[config.mk]
export PLATFORM = sky130hd
export DESIGN_NAME = ram_arbiter
export DESIGN_NICKNAME = d
export VERILOG_FILES = /design/src/rtl/ram_arbiter.sv
export SDC_FILE = /design/constraint.sdc
export NUM_CORES = 1
export LEC_CHECK = 0
export CAP_MARGIN = 20
export CORE_UTILIZATION = 30
export CTS_CLUSTER_SIZE = 14
export DETAILED_ROUTE_END_ITERATION = 6
export GPL_TIMING_DRIVEN = 0
export PLACE_DENSITY = 0.58
export SLEW_MARGIN = 20
export SYNTH_ARGS = -nofsm -noshare
export SYNTH_HDL_FRONTEND = slang
export SYNTH_SLANG_ARGS = --single-unit
[constraint.sdc]
create_clock -name clk -period 4.2 [get_ports clk]
set_input_delay 0.84 -clock clk [delete_from_list [all_inputs] [get_ports clk]]
set_output_delay 0.84 -clock clk [all_outputs]
set_load 0.01 [all_outputs]
[src/rtl/ram_arbiter.sv]
// Two-port RAM arbiter: CPU and debug/loader share one synchronous RAM.
// Fixed three-cycle access (IDLE/ACCESS/RESP), CPU priority with a debug anti-starvation limit.
module ram_arbiter #(
  parameter int DATA_W       = 32,
  parameter int ADDR_W       = 9,
  parameter int STARVE_LIMIT = 4
) (
  input  logic              clk,
  input  logic              reset,
  input  logic              clr,
  input  logic              cpu_req,
  input  logic              cpu_we,
  input  logic [ADDR_W-1:0] cpu_addr,
  input  logic [DATA_W-1:0] cpu_wdata,
  output logic              cpu_ack,
  output logic [DATA_W-1:0] cpu_rdata,
  input  logic              dbg_req,
  input  logic              dbg_we,
  input  logic [ADDR_W-1:0] dbg_addr,
  input  logic [DATA_W-1:0] dbg_wdata,
  output logic              dbg_ack,
  output logic [DATA_W-1:0] dbg_rdata,
  output logic              ram_read,
  output logic              ram_write,
  output logic [ADDR_W-1:0] ram_addr,
  output logic [DATA_W-1:0] ram_wdata,
  input  logic [DATA_W-1:0] ram_rdata,
  output logic              cpu_wait
);

  typedef enum logic [1:0] {
    IDLE   = 2'd0,
    ACCESS = 2'd1,
    RESP   = 2'd2
  } state_t;

  localparam int                CNT_W   = $clog2(STARVE_LIMIT + 1);
  localparam logic [CNT_W-1:0]  LIMIT_C = CNT_W'(STARVE_LIMIT);
  localparam logic              OWN_CPU = 1'b0;
  localparam logic              OWN_DBG = 1'b1;

  state_t              state_r;
  state_t              state_next_s;
  logic                owner_r;
  logic                we_r;
  logic [CNT_W-1:0]    starve_cnt_r;
  logic                cpu_win_s;
  logic                dbg_win_s;
  logic                grant_s;
  logic                sel_we_s;
  logic [ADDR_W-1:0]   sel_addr_s;
  logic [DATA_W-1:0]   sel_wdata_s;
  logic                ram_read_r;
  logic                ram_write_r;
  logic [ADDR_W-1:0]   ram_addr_r;
  logic [DATA_W-1:0]   ram_wdata_r;
  logic                cpu_ack_r;
  logic                dbg_ack_r;
  logic [DATA_W-1:0]   cpu_hold_r;
  logic [DATA_W-1:0]   dbg_hold_r;
  logic [DATA_W-1:0]   cpu_rdata_s;
  logic [DATA_W-1:0]   dbg_rdata_s;
  logic                cpu_wait_s;

  // Arbitration: CPU wins ties unless debug has waited STARVE_LIMIT CPU grants.
  always_comb begin
    cpu_win_s = 1'b0;
    dbg_win_s = 1'b0;
    if (state_r == IDLE && !clr) begin
      if (cpu_req && (!dbg_req || starve_cnt_r != LIMIT_C)) begin
        cpu_win_s = 1'b1;
      end else if (dbg_req) begin
        dbg_win_s = 1'b1;
      end else begin
        cpu_win_s = 1'b0;
        dbg_win_s = 1'b0;
      end
    end else begin
      cpu_win_s = 1'b0;
      dbg_win_s = 1'b0;
    end
    grant_s = cpu_win_s | dbg_win_s;
    if (dbg_win_s) begin
      sel_we_s    = dbg_we;
      sel_addr_s  = dbg_addr;
      sel_wdata_s = dbg_wdata;
    end else begin
      sel_we_s    = cpu_we;
      sel_addr_s  = cpu_addr;
      sel_wdata_s = cpu_wdata;
    end
  end

  // State register.
  always_ff @(posedge clk or negedge reset) begin
    if (!reset) begin
      state_r <= IDLE;
    end else begin
      state_r <= state_next_s;
    end
  end

  // Next-state logic; clr aborts whatever is in flight.
  always_comb begin
    state_next_s = IDLE;
    if (clr) begin
      state_next_s = IDLE;
    end else begin
      case (state_r)
        IDLE:    state_next_s = grant_s ? ACCESS : IDLE;
        ACCESS:  state_next_s = RESP;
        RESP:    state_next_s = IDLE;
        default: state_next_s = IDLE;
      endcase
    end
  end

  // Grant capture, RAM strobes and acks; acks only when ACCESS proceeds into RESP.
  always_ff @(posedge clk or negedge reset) begin
    if (!reset) begin
      owner_r     <= OWN_CPU;
      we_r        <= 1'b0;
      ram_addr_r  <= '0;
      ram_wdata_r <= '0;
      ram_read_r  <= 1'b0;
      ram_write_r <= 1'b0;
      cpu_ack_r   <= 1'b0;
      dbg_ack_r   <= 1'b0;
    end else begin
      if (grant_s) begin
        owner_r     <= dbg_win_s;
        we_r        <= sel_we_s;
        ram_addr_r  <= sel_addr_s;
        ram_wdata_r <= sel_wdata_s;
      end else begin
        owner_r     <= owner_r;
        we_r        <= we_r;
        ram_addr_r  <= ram_addr_r;
        ram_wdata_r <= ram_wdata_r;
      end
      ram_read_r  <= grant_s & ~sel_we_s;
      ram_write_r <= grant_s & sel_we_s;
      cpu_ack_r   <= (state_next_s == RESP) && (owner_r == OWN_CPU);
      dbg_ack_r   <= (state_next_s == RESP) && (owner_r == OWN_DBG);
    end
  end

  // Starvation counter, only meaningful while debug is actually waiting.
  always_ff @(posedge clk or negedge reset) begin
    if (!reset) begin
      starve_cnt_r <= '0;
    end else if (clr) begin
      starve_cnt_r <= '0;
    end else if (state_r == IDLE) begin
      if (dbg_win_s || !dbg_req) begin
        starve_cnt_r <= '0;
      end else if (cpu_win_s && starve_cnt_r != LIMIT_C) begin
        starve_cnt_r <= starve_cnt_r + CNT_W'(1);
      end else begin
        starve_cnt_r <= starve_cnt_r;
      end
    end else begin
      starve_cnt_r <= starve_cnt_r;
    end
  end

  // Read-data hold registers, captured as a read leaves RESP.
  always_ff @(posedge clk or negedge reset) begin
    if (!reset) begin
      cpu_hold_r <= '0;
      dbg_hold_r <= '0;
    end else if (state_r == RESP && !we_r && !clr) begin
      if (owner_r == OWN_DBG) begin
        dbg_hold_r <= ram_rdata;
      end else begin
        cpu_hold_r <= ram_rdata;
      end
    end else begin
      cpu_hold_r <= cpu_hold_r;
      dbg_hold_r <= dbg_hold_r;
    end
  end

  // Output decode: RAM data passes straight through in the owner's RESP cycle.
  always_comb begin
    cpu_rdata_s = cpu_hold_r;
    dbg_rdata_s = dbg_hold_r;
    if (state_r == RESP && !we_r) begin
      if (owner_r == OWN_DBG) begin
        dbg_rdata_s = ram_rdata;
      end else begin
        cpu_rdata_s = ram_rdata;
      end
    end else begin
      cpu_rdata_s = cpu_hold_r;
      dbg_rdata_s = dbg_hold_r;
    end
    cpu_wait_s = reset & cpu_req & ~cpu_ack_r;
  end

  assign cpu_ack   = cpu_ack_r;
  assign dbg_ack   = dbg_ack_r;
  assign cpu_rdata = cpu_rdata_s;
  assign dbg_rdata = dbg_rdata_s;
  assign ram_read  = ram_read_r;
  assign ram_write = ram_write_r;
  assign ram_addr  = ram_addr_r;
  assign ram_wdata = ram_wdata_r;
  assign cpu_wait  = cpu_wait_s;

endmodule

# --- Yosys cells after proc, flatten, opt, wreduce, memory -nomap -nowiden ---
# Index checks and enable logic that the tools add are counted.
classes:
  bitwise: 8
  eq_ne: 4
  reduce_logical: 16
  mux: 19
  add_sub_neg: 1
op_table:
  columns: ["cell", "n"]
  rows:
  - ["32-bit 2-to-1 mux", 5]
  - ["3-bit 2-to-1 mux", 4]
  - ["9-bit 2-to-1 mux", 1]
  - ["1-bit logical AND", 7]
  - ["1-bit 2-to-1 mux", 7]
  - ["1-bit bitwise AND", 4]
  - ["2-bit equality test (second input constant)", 2]
  - ["2-bit case mux with 2 select lines", 1]
  - ["3-bit by 1-bit adder with 3-bit output (second input constant)", 1]
  - ["1-bit zero test", 3]
  - ["3-bit != test (second input constant)", 1]
  - ["1-bit inverter", 3]
  - ["3-bit nonzero test", 1]
  - ["2-bit by 1-bit equality test with 1-bit output (second input constant)", 1]
  - ["2-bit zero test", 1]
  - ["1-bit logical OR", 2]
  - ["2-bit 2-to-1 mux", 1]
  - ["2-bit AND reduction", 1]
  - ["2-bit nonzero test", 1]
  - ["1-bit bitwise OR", 1]
totals:
  elab_cells: 60
  ff_bits: 116
  input_bits: 121
  out_inout_bits: 110

# --- Longest topological paths before layout ---
# Gate-level depths: netlist of the first run.
depth:
  word_depth: 11
  depth_mapped: 7

# --- Worst setup path before layout of the first run ---
# Ideal clock, no wire load.
synth_timing:
  path_kind: "flip-flop to output port"
  start: "register state_r[0]"
  end: "output dbg_rdata[10]"
  path_stages_with_launch: 6
  setup_slack_ns: 1.635
  path_buffers: 2
  t_arrival_ns: 1.725
  path_cell_list: "dfrtp_1 > buf_2 > or3b_4 > nor2_1 > buf_2 > mux2_2"
synth_via:
  elab_chain_cells: 3
synth_rtl:
  columns: ["element", "line", "source"]
  rows:
  - ["start, declared", "42", "state_t state_r;"]
  - ["start signal, assigned", "99", "state_r <= state_next_s;"]
  - ["2-bit equality test", "188", "if (state_r == RESP && !we_r) begin"]
  - ["1-bit logical AND", "188", null]
  - ["32-bit 2-to-1 mux", "188", null]
  - ["end, declared", "22", "output logic [DATA_W-1:0] dbg_rdata,"]
# Every way passes these cells.

# --- Worst setup path after layout of the first run ---
layout_timing:
  start: "register state_r[0]"
  end: "output dbg_rdata[24]"
# Same word-level chain as after synthesis.

==> flow_summary.ini, run 1 <==
[timing]
worst_clock_skew_ns = 0.00776
finalSetupTns_ns = 0
finalSetupViolations = 0
maxSlewViolCount = 0
whs_ns = 0.362
rsz0062_at_grt = no
slew_headroom = 0.348
period_minus_slack_ns = 3.84
period_share = 0.914
worstMarginPinSlew_ns = 0.976
fmax_mhz = 261
hold_viol_final = 0

[power]
vdd_drop_max_uv = 231
leakagePower_nw = 3.70
p_per_area_nw_per_um2 = 499

[clocking]
cts.repair.resized = 0
cts_buffer_depth = 2
cts_setup_buffers = 0
clock_latency_ns = 0.41
cts_tree = yes
clk_root_buffer_cell = clkbuf_16
htreeDepth = 4
numCtsBuffers = 17
cts.clk_slew.worst_paths_ns = 0.05
cts.sinks = 116
hold_buffers = 0

[critical_path]
r2r_start = state_r[0]
crit_required_ns = 3.36
crit_fanout = 10
cp.arrival_ns = 3.00
reg2reg_to = ram_wdata[28]
ff2ff_path_depth = 6
crit_path_start_kind = flip-flop
cp-end-kind = output pin
crit_type = reg2out
reg2reg_slack_ns = 1.88

[final_layout]
fillers = 1724
drive_above_1_share = 0.239
nNetsFinal = 869
area_delta_synth_final_pct = 55.1
register_area_um2 = 2900
antenna_cells = 0
multi_input_area_um2 = 2680

[route]
num_vias = 4981
wl_per_cell_um = 17.4
vias_per_cell = 4.89
drt-total-wl_um = 17700
firstDrtPassIters = 4
drtIter0Drc = 242
drc_errors = 0
detail-route-antenna-nets = 0

[floorplan]
die_w_um = 141
initial_core_util = 0.309
placeableCoreArea_um2 = 18800
core.rowCount = 50
die_y_um = 141
die_area_um2 = 20000
ioPinCount = 231

[logic_synthesis]
async_flop_share = 1.00
synth_top_area_share = 0.499
synthesis.area_um2 = 5820
yosys_warnings = 0
synthCells = 497
synth_largest_area_cell = dfrtp_1
synthTopCellsByArea = dfrtp_1 (50%), mux2_2 (19%), mux2_4 (7.7%), a31oi_1 (4.5%), o21ai_0 (3.9%)
avgSynthCellArea_um2 = 11.7
synth_nets = 620
yosysMostFrequentCell = dfrtp_1
synth_edf_count = 0
synthTopCellsByCount = dfrtp_1 (116), mux2_2 (96), o21ai_0 (45), nand3_1 (44)
yosysUniqueCellTypes = 30
synth-seq-cells = 116
synth-seq-area-share = 0.499
ys.flop_type = dfrtp_1

[global_route]
grt_max_degree = 74
grt_overflow = 0
grt_pass1_wl_um = 28100
grt_usage = 0.182
grt_pass1_vias = 5249
grt_antenna_before_repair = 0

[placed_design]
place.gp.congestion = 0.877
portBuffers = 229
dp_hpwl_um = 13000

[outcome]
status = complete, no violations

[flow_run]
maxCapViolCount = 0

[hold_path]
hold_class = in2async
-- final cells by class --
cell class / count / share of cell area
buffer: 47 / 0.0241
clock buffer: 20 / 0.0495
clock inverter: 11 / 0.0123
inverter: 4 / 0.00166
multi-input combinational: 330 / 0.297
sequential: 116 / 0.322
tap: 260 / 0.0361
timing repair buffer: 230 / 0.257
-- sequential cells by signal, summed over array words and instances (netlist names) --
register,cells
cpu_hold_r,32
starve_cnt_r,3
cpu_ack,1
ram_addr,9
ram_wdata,32
state_r,2
owner_r,1
dbg_hold_r,32
ram_write,1
ram_read,1
dbg_ack,1
we_r,1
-- critical path, stage by stage (launching register included) --
cell             delay [ns]
dfrtp_1                0.35
buf_2                  0.15
or3b_4                 0.42
nor2_1                 0.40
buf_2                  0.38
mux2_2                 0.38
clkdlybuf4s50_1        0.51
-- kinds of logic after synthesis --
kind of cell / share of synthesized area
fa+ha+maj: 0.00430
mux: 0.267
compound gates: 0.129
flops: 0.499
simple gates: 0.0608
buf+inv: 0.0400
-- how the worst max path moves through the flow --
stage / slack [ns] / endpoint / start
2_1_floorplan: 1.63 / dbg_rdata[10] / state_r[0]
4_1_cts: 0.29 / dbg_rdata[23] / state_r[0]
3_3_place_gp: -2.98 / cpu_wait / reset
5_1_grt: 0.21 / dbg_rdata[25] / state_r[0]
3_5_place_dp: 0.76 / dbg_rdata[24] / state_r[0]
6_report: 0.36 / dbg_rdata[24] / state_r[0]
-- stage by stage --
| stage | utilization | power [mW] | worst slack, ns | area [µm²] | std cells |
|---|---|---|---|---|---|
| after floorplan | - | 2.27 | 1.63 | 5820 | 497 |
| after global placement | 0.448 | 3.12 | -2.98 | 8440 | 986 |
| after detailed placement | 0.450 | 3.15 | 0.758 | 8470 | 987 |
| after CTS | 0.479 | 4.56 | 0.294 | 9020 | 1018 |
| after global routing | 0.479 | 4.75 | 0.208 | 9020 | 1018 |
| final | 0.479 | 4.50 | 0.363 | 9020 | 1018 |
-- layer usage --
metal / vias up / GRT usage / wire length, µm
met2: 214 / 0.293 / 8140
met3: 18 / 0.0661 / 1540
met1: 2411 / 0.225 / 7780
met5: - / 0 / 0
met4: 0 / 0.0652 / 240
li1: 2338 / - / -
-- power breakdown --
| group | total, mW | internal (mW) | switching, mW |
|---|---|---|---|
| sequential | 1.56 | 1.41 | 0.156 |
| combinational | 1.57 | 0.987 | 0.579 |
| clock | 1.38 | 0.877 | 0.499 |
-- cells in the final DEF, fill, tap and decap left out, types with 7 or more instances in the layout --
cell type	n
clkbuf_16	17
buf_2	15
clkbuf_1	31
mux2_2	96
a21oi_1	42
mux2_4	30
a31oi_1	42
nand3_1	44
clkdlybuf4s50_1	228
clkinv_2	7
o21ai_0	45
dfrtp_1	116
Note: power is estimated with default switching activity, not from simulation.
==> run 2, diff against run 1 <==
==> constraint.sdc (replaced) <==
create_clock -name clk -period 4.85 [get_ports clk]
set_input_delay 0.97 -clock clk [delete_from_list [all_inputs] [get_ports clk]]
set_output_delay 0.97 -clock clk [all_outputs]
set_load 0.01 [all_outputs]
==> results of run 2 <==
The final DEF is identical to that of run 1. Status: complete, no violations.
Main changes from that run: setup slack after placement 0.758 ns -> 1.28 ns; setup slack after layout 0.363 ns -> 0.883 ns; hold slack 0.362 ns -> 0.483 ns; register-to-register setup slack 1.88 ns -> 2.53 ns; total power 4.50 mW -> 3.90 mW; worst IR drop on VDD 231 µV -> 200 µV
